<file path="src/rtl/mem_refill_arbiter.sv">
// Shares one word-wide memory port between Icache line refills and Dcache refill/write-back
// bursts. One line at a time, round-robin on contention, with Icache refill abort on redirect.
module mem_refill_arbiter #(
    parameter int ADDR_W     = 32,
    parameter int DATA_W     = 32,
    parameter int LINE_WORDS = 4
) (
    input  logic                          clk,
    input  logic                          rst_n,
    input  logic                          ic_req_i,
    input  logic [ADDR_W-1:0]             ic_addr_i,
    input  logic                          ic_abort_i,
    output logic                          ic_rvalid_o,
    output logic [DATA_W-1:0]             ic_rdata_o,
    output logic [$clog2(LINE_WORDS)-1:0] ic_word_idx_o,
    output logic                          ic_done_o,
    output logic                          ic_busy_o,
    input  logic                          dc_req_i,
    input  logic                          dc_we_i,
    input  logic [ADDR_W-1:0]             dc_addr_i,
    input  logic [DATA_W-1:0]             dc_wdata_i,
    output logic                          dc_rvalid_o,
    output logic [DATA_W-1:0]             dc_rdata_o,
    output logic [$clog2(LINE_WORDS)-1:0] dc_word_idx_o,
    output logic                          dc_done_o,
    output logic                          dc_busy_o,
    output logic                          mem_req_o,
    output logic                          mem_we_o,
    output logic [ADDR_W-1:0]             mem_addr_o,
    output logic [DATA_W-1:0]             mem_wdata_o,
    input  logic [DATA_W-1:0]             mem_rdata_i,
    input  logic                          mem_ready_i
);

    localparam int                IDX_W    = $clog2(LINE_WORDS);
    localparam logic [ADDR_W-1:0] OFF_MASK = ADDR_W'(LINE_WORDS * 4 - 1);
    localparam logic [IDX_W-1:0]  LAST_IDX = IDX_W'(LINE_WORDS - 1);

    typedef enum logic [2:0] {
        S_IDLE,
        S_IC_RD,
        S_DC_RD,
        S_DC_WR,
        S_DONE
    } state_t;

    state_t            r_state;
    state_t            w_next_state;
    logic [IDX_W-1:0]  r_idx;
    logic [ADDR_W-1:0] r_base;
    logic              r_abort;
    logic              r_last_dc;   // owner of the latest grant; also tells DONE whom to notify

    logic w_grant_dc;
    logic w_grant_ic;
    logic w_in_burst;
    logic w_ic_kill;
    logic w_ic_rvalid;
    logic w_dc_rvalid;

    // Dcache wins contention unless it was the last one served.
    assign w_grant_dc  = dc_req_i & (~ic_req_i | ~r_last_dc);
    assign w_grant_ic  = ic_req_i & ~w_grant_dc;
    assign w_in_burst  = (r_state == S_IC_RD) | (r_state == S_DC_RD) | (r_state == S_DC_WR);
    assign w_ic_kill   = (r_state == S_IC_RD) & (r_abort | ic_abort_i);
    assign w_ic_rvalid = (r_state == S_IC_RD) & mem_ready_i & ~r_abort & ~ic_abort_i;
    assign w_dc_rvalid = (r_state == S_DC_RD) & mem_ready_i;

    // NOTE: sequential state uses <= so every register samples pre-edge values of the others.
    always_ff @(posedge clk or negedge rst_n) begin
        if (!rst_n) r_state <= S_IDLE;
        else        r_state <= w_next_state;
    end

    // NOTE: each always_comb output gets a default first, so no branch can infer a latch.
    always_comb begin
        w_next_state = r_state;
        case (r_state)
            S_IDLE: begin
                if (w_grant_dc)      w_next_state = dc_we_i ? S_DC_WR : S_DC_RD;
                else if (w_grant_ic) w_next_state = S_IC_RD;
            end
            S_IC_RD, S_DC_RD, S_DC_WR: begin
                if (mem_ready_i) begin
                    if (w_ic_kill)               w_next_state = S_IDLE;
                    else if (r_idx == LAST_IDX)  w_next_state = S_DONE;
                end
            end
            S_DONE:  w_next_state = S_IDLE;
            default: w_next_state = S_IDLE;
        endcase
    end

    always_ff @(posedge clk or negedge rst_n) begin
        if (!rst_n) begin
            r_idx     <= '0;
            r_base    <= '0;
            r_abort   <= 1'b0;
            r_last_dc <= 1'b0;
        end else begin
            // Abort is remembered until the in-flight word completes; that completion exits.
            r_abort <= w_ic_kill & ~mem_ready_i;
            if (r_state == S_IDLE && (w_grant_dc || w_grant_ic)) begin
                r_base    <= (w_grant_dc ? dc_addr_i : ic_addr_i) & ~OFF_MASK;
                r_last_dc <= w_grant_dc;
                r_idx     <= '0;
            end else if (w_in_burst && mem_ready_i) begin
                r_idx <= w_ic_kill ? '0 : r_idx + 1'b1;
            end
        end
    end

    always_comb begin
        mem_req_o     = w_in_burst;
        mem_we_o      = (r_state == S_DC_WR);
        mem_addr_o    = w_in_burst ? r_base + ADDR_W'({r_idx, 2'b00}) : '0;
        mem_wdata_o   = (r_state == S_DC_WR) ? dc_wdata_i : '0;
        ic_rvalid_o   = w_ic_rvalid;
        ic_rdata_o    = w_ic_rvalid ? mem_rdata_i : '0;
        ic_word_idx_o = (r_state == S_IC_RD) ? r_idx : '0;
        ic_done_o     = (r_state == S_DONE) & ~r_last_dc;
        ic_busy_o     = ic_req_i | (r_state == S_IC_RD) | ((r_state == S_DONE) & ~r_last_dc);
        dc_rvalid_o   = w_dc_rvalid;
        dc_rdata_o    = w_dc_rvalid ? mem_rdata_i : '0;
        dc_word_idx_o = ((r_state == S_DC_RD) || (r_state == S_DC_WR)) ? r_idx : '0;
        dc_done_o     = (r_state == S_DONE) & r_last_dc;
        dc_busy_o     = dc_req_i | (r_state == S_DC_RD) | (r_state == S_DC_WR)
                      | ((r_state == S_DONE) & r_last_dc);
    end

endmodule

</file>
<file path="config.mk">
export PLATFORM = sky130hd
export DESIGN_NAME = mem_refill_arbiter
export DESIGN_NICKNAME = d
export VERILOG_FILES = /design/src/rtl/mem_refill_arbiter.sv
export SDC_FILE = /design/constraint.sdc
export NUM_CORES = 1
export LEC_CHECK = 0
export CAP_MARGIN = 20
export CORE_AREA = 2 2 108 110
export CTS_BUF_LIST = sky130_fd_sc_hd__clkbuf_4 sky130_fd_sc_hd__clkbuf_8 sky130_fd_sc_hd__clkbuf_16
export CTS_CLUSTER_SIZE = 10
export DETAILED_ROUTE_END_ITERATION = 12
export DIE_AREA = 0 0 110 112
export PLACE_DENSITY = 0.74
export REMOVE_ABC_BUFFERS = 1
export SLEW_MARGIN = 30
export SYNTH_ARGS = -nofsm -noshare
export SYNTH_HDL_FRONTEND = slang
export SYNTH_SLANG_ARGS = --single-unit
</file>
<file path="constraint.sdc">
create_clock -name clk -period 2.3 [get_ports clk]
set_input_delay 0.46 -clock clk [delete_from_list [all_inputs] [get_ports clk]]
set_output_delay 0.46 -clock clk [all_outputs]
set_load 0.02 [all_outputs]
</file>
## Yosys cells after proc, flatten, opt, wreduce, memory -nomap -nowiden

Index checks and enable logic that the tools add are counted.

| cells by class | value |
|---|---|
| eq/ne operators | 8 |
| reductions and logical operators | 8 |
| add/sub/neg operators | 2 |
| bitwise logic cells | 25 |
| multiplexer cells | 17 |

Operator list:

| cell | count |
|---|---|
| $mux W32 | 5 |
| $add A32 B4 Y32 | 1 |
| $mux W3 | 5 |
| $and A1 B1 Y1 | 10 |
| $mux W2 | 5 |
| $or A1 B1 Y1 | 9 |
| $eq A3 B2 Y1 const B | 2 |
| $ne A3 B3 Y1 const B | 2 |
| $not A1 Y1 | 6 |
| $pmux W3 S2 | 1 |
| $eq A3 B1 Y1 const B | 1 |
| $eq A3 B3 Y1 const B | 1 |
| $logic_not A3 Y1 | 1 |
| $reduce_and A3 Y1 | 1 |
| $reduce_or A3 Y1 | 1 |
| $add A2 B1 Y2 const B | 1 |
| $eq A2 B2 Y1 const B | 1 |
| $logic_and A1 B1 Y1 | 2 |
| $logic_or A1 B1 Y1 | 2 |
| $ne A2 B2 Y1 const B | 1 |
| $reduce_bool A2 Y1 | 1 |
| $mux W1 | 1 |

| storage, ports and cells | value |
|---|---|
| register bits after elaboration | 35 |
| output and inout port bits | 140 |
| word-level logic and storage cells | 65 |

## Logic depth before layout (Yosys ltp)

| logic depth | value |
|---|---|
| depth in word-level cells | 8 |
| gate-level depth with buffers | 5 |

## Least setup slack after synthesis

Ideal clock, no wire load.

| path | value |
|---|---|
| path type | reg2out |
| start point | register r_state[1] |
| end point | output port ic_busy_o |
| slack | 196 ps |
| data arrival time | 1644 ps |
| stages on the path, launching flop included | 4 |
| cell sequence | dfrtp_1 > buf_4 > nor4_1 > or3_1 |

| on the way | value |
|---|---|
| word-level cells in the longest chain between the ends | 3 |
| elaborated cells on any way between the ends | 5 |

Ends and longest elaborated chain:

| element | line | source |
|---|---|---|
| from (decl) | 47 | `state_t r_state;` |
| from (signal assigned) | 72 | `else r_state <= w_next_state;` |
| $eq A3 B3 Y1 | n/a |  |
| $and A1 B1 Y1 | n/a |  |
| net ic_done_o | 16 | `output logic ic_done_o,` |
| $or A1 B1 Y1 | 122 | `ic_busy_o = ic_req_i \| (r_state == S_IC_RD) \| ((r_state == S_DONE) & ~r_last_dc);` |
| to (decl) | 17 | `output logic ic_busy_o,` |

The timed path passes the listed nets, and every way through them passes these cells.

## Final worst setup path

| path | value |
|---|---|
| start point | register r_state[1] |
| end point | output port ic_word_idx_o[0] |

| on the way | value |
|---|---|
| word-level cells in the longest chain between the ends | 2 |

Ends and longest elaborated chain:

| element | line | source |
|---|---|---|
| $eq A3 B1 Y1 | 120 | `ic_word_idx_o = (r_state == S_IC_RD) ? r_idx : '0;` |
| $mux W2 | 120 |  |
| to (decl) | 15 | `output logic [$clog2(LINE_WORDS)-1:0] ic_word_idx_o,` |

No other way between the ends.

==> impl_table.tex <==
\begin{tabular}{lr}
\hline
Metric & Value \\
\hline
\multicolumn{2}{l}{\textbf{Setup path}} \\
\quad Destination of the worst register-to-register timing path & r\_base[4]\$\_DFFE\_PN0P\_ \\
\quad Data required time at the worst endpoint & 1.84 ns \\
\quad Worst setup endpoint & ic\_word\_idx\_o[0] \\
\quad Signal arrival time at the worst endpoint & 1.76 ns \\
\quad Largest fanout of any net on the critical path & 7 \\
\quad Critical register-to-register path startpoint & r\_state[0]\$\_DFFE\_PN0P\_ \\
\quad Critical Path Source Type & register \\
\quad Cells along the critical path & buf\_4, nor3b\_2, buf\_4, and2\_1, dlygate4sd2\_1 \\
\quad Worst stage delay on the critical path & 0.45 ns \\
\quad Cell seen most often among critical-path stages & sky130\_fd\_sc\_hd\_\_buf\_4 \\
\quad Category of the most critical setup path & register to output port \\
\quad FF-to-FF setup slack & 0.47 ns \\
\quad Critical path launch point & r\_state[1]\$\_DFFE\_PN0P\_ \\
\quad Crit path capture type & output port \\
\quad Count of cells along the worst register-to-register path & 5 \\
\quad Slowest library cell on the worst path & sky130\_fd\_sc\_hd\_\_dfrtp\_2 \\
\multicolumn{2}{l}{\textbf{Drt}} \\
\quad Final ANT Viol Nets & 0 \\
\quad Post-Route WL & 11.66 mm \\
\quad Number of optimization iterations in the first detailed-route pass & 4 \\
\quad DRT iter0 DRCs & 101 \\
\quad Number of remaining DRC errors & 0 \\
\quad Number of vias after detailed routing & 3119 \\
\quad DR vias/cell & 4.412 \\
\quad Drt wl/cell & 16.49 µm \\
\multicolumn{2}{l}{\textbf{Pwr}} \\
\quad Sw frac & 42.56\% \\
\quad Total internal power & 3.247 mW \\
\quad Switching power of the nets & 2.406 mW \\
\quad Power per unit of standard cell area & 996.6 nW/µm² \\
\quad Overall power after layout & 5.653 mW \\
\quad Fraction of power consumed by the clock network & 14.3\% \\
\quad Combinational fraction of design power & 66.1\% \\
\quad Fraction of power consumed by sequential logic & 19.6\% \\
\quad Cell leakage power & 2.689 nW \\
\quad VDD IR max & 0.0006480 V \\
\multicolumn{2}{l}{\textbf{Global routing}} \\
\quad Number of global-route vias before repair & 3278 \\
\quad Met1 layer usage reported by global route & 19.92\% \\
\quad Wire length of the first global-routing pass & 17.44 mm \\
\quad Antenna violations before repair & 1 \\
\quad Remaining Overflow, GRT & 0 \\
\quad Layer with the highest usage & met2 \\
\quad Global Route met3 Usage & 6.148\% \\
\quad Global-route track usage on met2 & 31.62\% \\
\quad Total track usage & 18.15\% \\
\quad Maximum number of pins on one net before global-route repair & 36 \\
\multicolumn{2}{l}{\textbf{Timing}} \\
\quad Worst hold slack across all endpoints & 0.2725 ns \\
\quad Final period util & 96.44\% \\
\quad Number of failing setup endpoints in the final timing report & 0 \\
\quad Max Slew Vio Count & 0 \\
\quad Maximum clock frequency & 450.8 MHz \\
\quad Fin worst setup slack & 0.08178 ns \\
\quad Final worst path period need & 2.218 ns \\
\quad Hold Violations, Final & 0 \\
\quad Skew final & 0.006547 ns \\
\quad Remaining max-slew budget at the tightest pin & 45.54\% \\
\quad Worst Max-Slew Pin Slew & 0.8170 ns \\
\quad Aggregate negative setup slack & 0 ns \\
\multicolumn{2}{l}{\textbf{Final layout}} \\
\quad Core utilization of the finished layout & 50.77\% \\
\quad Final nets & 698 \\
\quad Layout filler cell count & 1077 \\
\quad Area grow syn2layout & 108.6\% \\
\quad Ratio of cells with drive above 1 in the final layout & 32.86\% \\
\quad Total non-filler cell area in the finished layout & 5673 µm² \\
\quad Fin cells & 707 \\
\multicolumn{2}{l}{\textbf{Place}} \\
\quad Post-DP HPWL & 9.192 mm \\
\quad Post-Place Setup Slack & -0.5297 ns \\
\quad RePlAce Congestion & 0.8896 \\
\quad Number of cells in the design after placement & 689 \\
\quad Port bufs & 264 \\
\quad DP Area & 5649 µm² \\
\multicolumn{2}{l}{\textbf{Clocking}} \\
\quad CTS sink count & 35 \\
\quad Root cell of the clock tree & sky130\_fd\_sc\_hd\_\_clkbuf\_16 \\
\quad Num CTS Buffers & 5 \\
\quad TritonCTS clock tree & yes \\
\quad Insertion delay to the later sink of the worst-skew pair & 0.28 ns \\
\quad Clock input transition at the sequential cells of the worst setup and hold paths & 0.06 ns \\
\quad Count of hold-fix buffers inserted at cts & 0 \\
\quad Maximum level of the CTS H-tree & 2 \\
\quad Largest buffer count on any clock path & 2 \\
\multicolumn{2}{l}{\textbf{Floorplan}} \\
\quad Core Area & 11170 µm² \\
\quad Ports & 275 \\
\quad Num rows & 39 \\
\quad Die boundary width & 110 µm \\
\quad Full die area & 12320 µm² \\
\quad Vertical die dimension & 112 µm \\
\quad Starting density of the core & 24.34\% \\
\multicolumn{2}{l}{\textbf{Job}} \\
\quad Max-cap violations & 0 \\
\multicolumn{2}{l}{\textbf{Synth}} \\
\quad Syn avg cell area & 9.612 µm² \\
\quad Mapped cell area & 2720 µm² \\
\quad Gate count after technology mapping & 283 \\
\quad Cell accounting for the most synthesized area & sky130\_fd\_sc\_hd\_\_dfrtp\_1 \\
\quad Post-synth top area share & 32.20\% \\
\quad Count of warnings emitted by yosys & 0 \\
\quad Portion of the post-synthesis area used by sequential elements & 32.20\% \\
\quad Flops \& latches, synth & 35 \\
\quad Number of library cell types mapped by synthesis & 31 \\
\quad Largest cells by area after synthesis & sky130\_fd\_sc\_hd\_\_dfrtp\_1 32\%, sky130\_fd\_sc\_hd\_\_and2\_1 30\%, sky130\_fd\_sc\_hd\_\_mux2\_2 23\%, sky130\_fd\_sc\_hd\_\_buf\_4 1.9\%, sky130\_fd\_sc\_hd\_\_buf\_2 1.3\% \\
\multicolumn{2}{l}{\textbf{Worst hold path}} \\
\quad HP Class & primary input to async pin \\
\multicolumn{2}{l}{\textbf{Run status}} \\
\quad Run status & complete, no violations \\
\hline
\end{tabular}
[layout by cell type (no fill, tap or decap), types with 7 or more instances in the layout]
cell                              instances
sky130_fd_sc_hd__clkdlybuf4s50_1        124
sky130_fd_sc_hd__and2_1                 123
sky130_fd_sc_hd__mux2_2                  56
sky130_fd_sc_hd__dlygate4sd2_1           53
sky130_fd_sc_hd__buf_4                   40
sky130_fd_sc_hd__clkbuf_2                35
sky130_fd_sc_hd__dfrtp_1                 33
sky130_fd_sc_hd__clkdlybuf4s15_1         14
sky130_fd_sc_hd__buf_2                    8
sky130_fd_sc_hd__buf_6                    8
sky130_fd_sc_hd__and2_4                   7
[how the worst min path moves through the flow]
stage / to
2_1_floorplan: r_abort$_DFF_PN0_
3_3_place_gp: r_base[28]$_DFFE_PN0P_
3_5_place_dp: r_base[13]$_DFFE_PN0P_
4_1_cts: r_base[6]$_DFFE_PN0P_
5_1_grt: r_base[31]$_DFFE_PN0P_
6_report: r_base[6]$_DFFE_PN0P_
[repair_timing]
| item | 4_1_cts | 5_1_grt |
|---|---|---|
| buffers inserted | 8 | 1 |
| pin swaps | 2 | 2 |
| gates cloned | 2 | 0 |
| endpoints found under the setup margin | 138 | 102 |
| gates resized for setup | 275 | 98 |
[critical path: cells and delay by family (launching register included)]
| kind | cells | cell delay (ns) |
|---|---|---|
| flip-flops | 1 | 0.45 |
| AND/OR/NAND/NOR | 2 | 0.37 |
| buffers and inverters | 3 | 0.67 |
[cells by family after synthesis]
kind of cell,count (synthesis),share of synthesized area [%]
muxes,56,23.18
AOI/OAI and AO/OA,16,4.186
DFF,35,32.20
buffers and inverters,25,4.738
adders and majority gates,1,0.4599
and+or+nand+nor,149,35.10
other,1,0.1379
[layout make-up]
| type | instances | area [µm²] | share of cell area (%) |
|---|---|---|---|
| clock buffer | 6 | 138.9 | 2.448 |
| tap | 143 | 178.9 | 3.154 |
| antenna | 1 | 2.502 | 0.04411 |
| multi-input combinational | 224 | 1784 | 31.45 |
| sequential | 35 | 878.3 | 15.48 |
| timing repair buffer | 293 | 2640 | 46.54 |
| clock inverter | 2 | 38.79 | 0.6837 |
| inverter | 3 | 11.26 | 0.1985 |
[registers in the layout, summed over array words and instances (netlist names)]
register and flops:
r_abort 1, r_base 28, r_idx 2, r_last_dc 1, r_state 3
[metal layers]
| layer | vias up | wire [µm] |
|---|---|---|
| li1 | 1487 | - |
| met5 | - | 0 |
| met4 | 0 | 314 |
| met2 | 162 | 5802 |
| met1 | 1448 | 4363 |
| met3 | 22 | 1176 |
[power groups by stage]
stage | registers, mW | clock network (mW) | logic, mW
after floorplan | 1.06 | 0 | 2.09
after global placement | 1.09 | 0 | 4.15
after detailed placement | 1.11 | 0 | 4.17
after CTS | 1.10 | 0.842 | 3.81
after global routing | 1.15 | 0.867 | 4.00
final | 1.11 | 0.811 | 3.74
[cell usage after synthesis (all sizes together)]
library cell and number:
a21boi 1, nor4 2, mux2 56, nor2 4, a311oi 1, inv 3
nand2b 2, o21ba 1, dfrtp 35, o21ai 3, and2 130, ha 1
buf 14, a2111o 2, a31oi 1, conb 1, a32o 1, or2 1
a21oi 5, and3 2, o21a 1, or3 2, nor3b 3, nor3 1
nand2 1, nor2b 1, clkbuf 8
(Power assumes the default switching activity.)
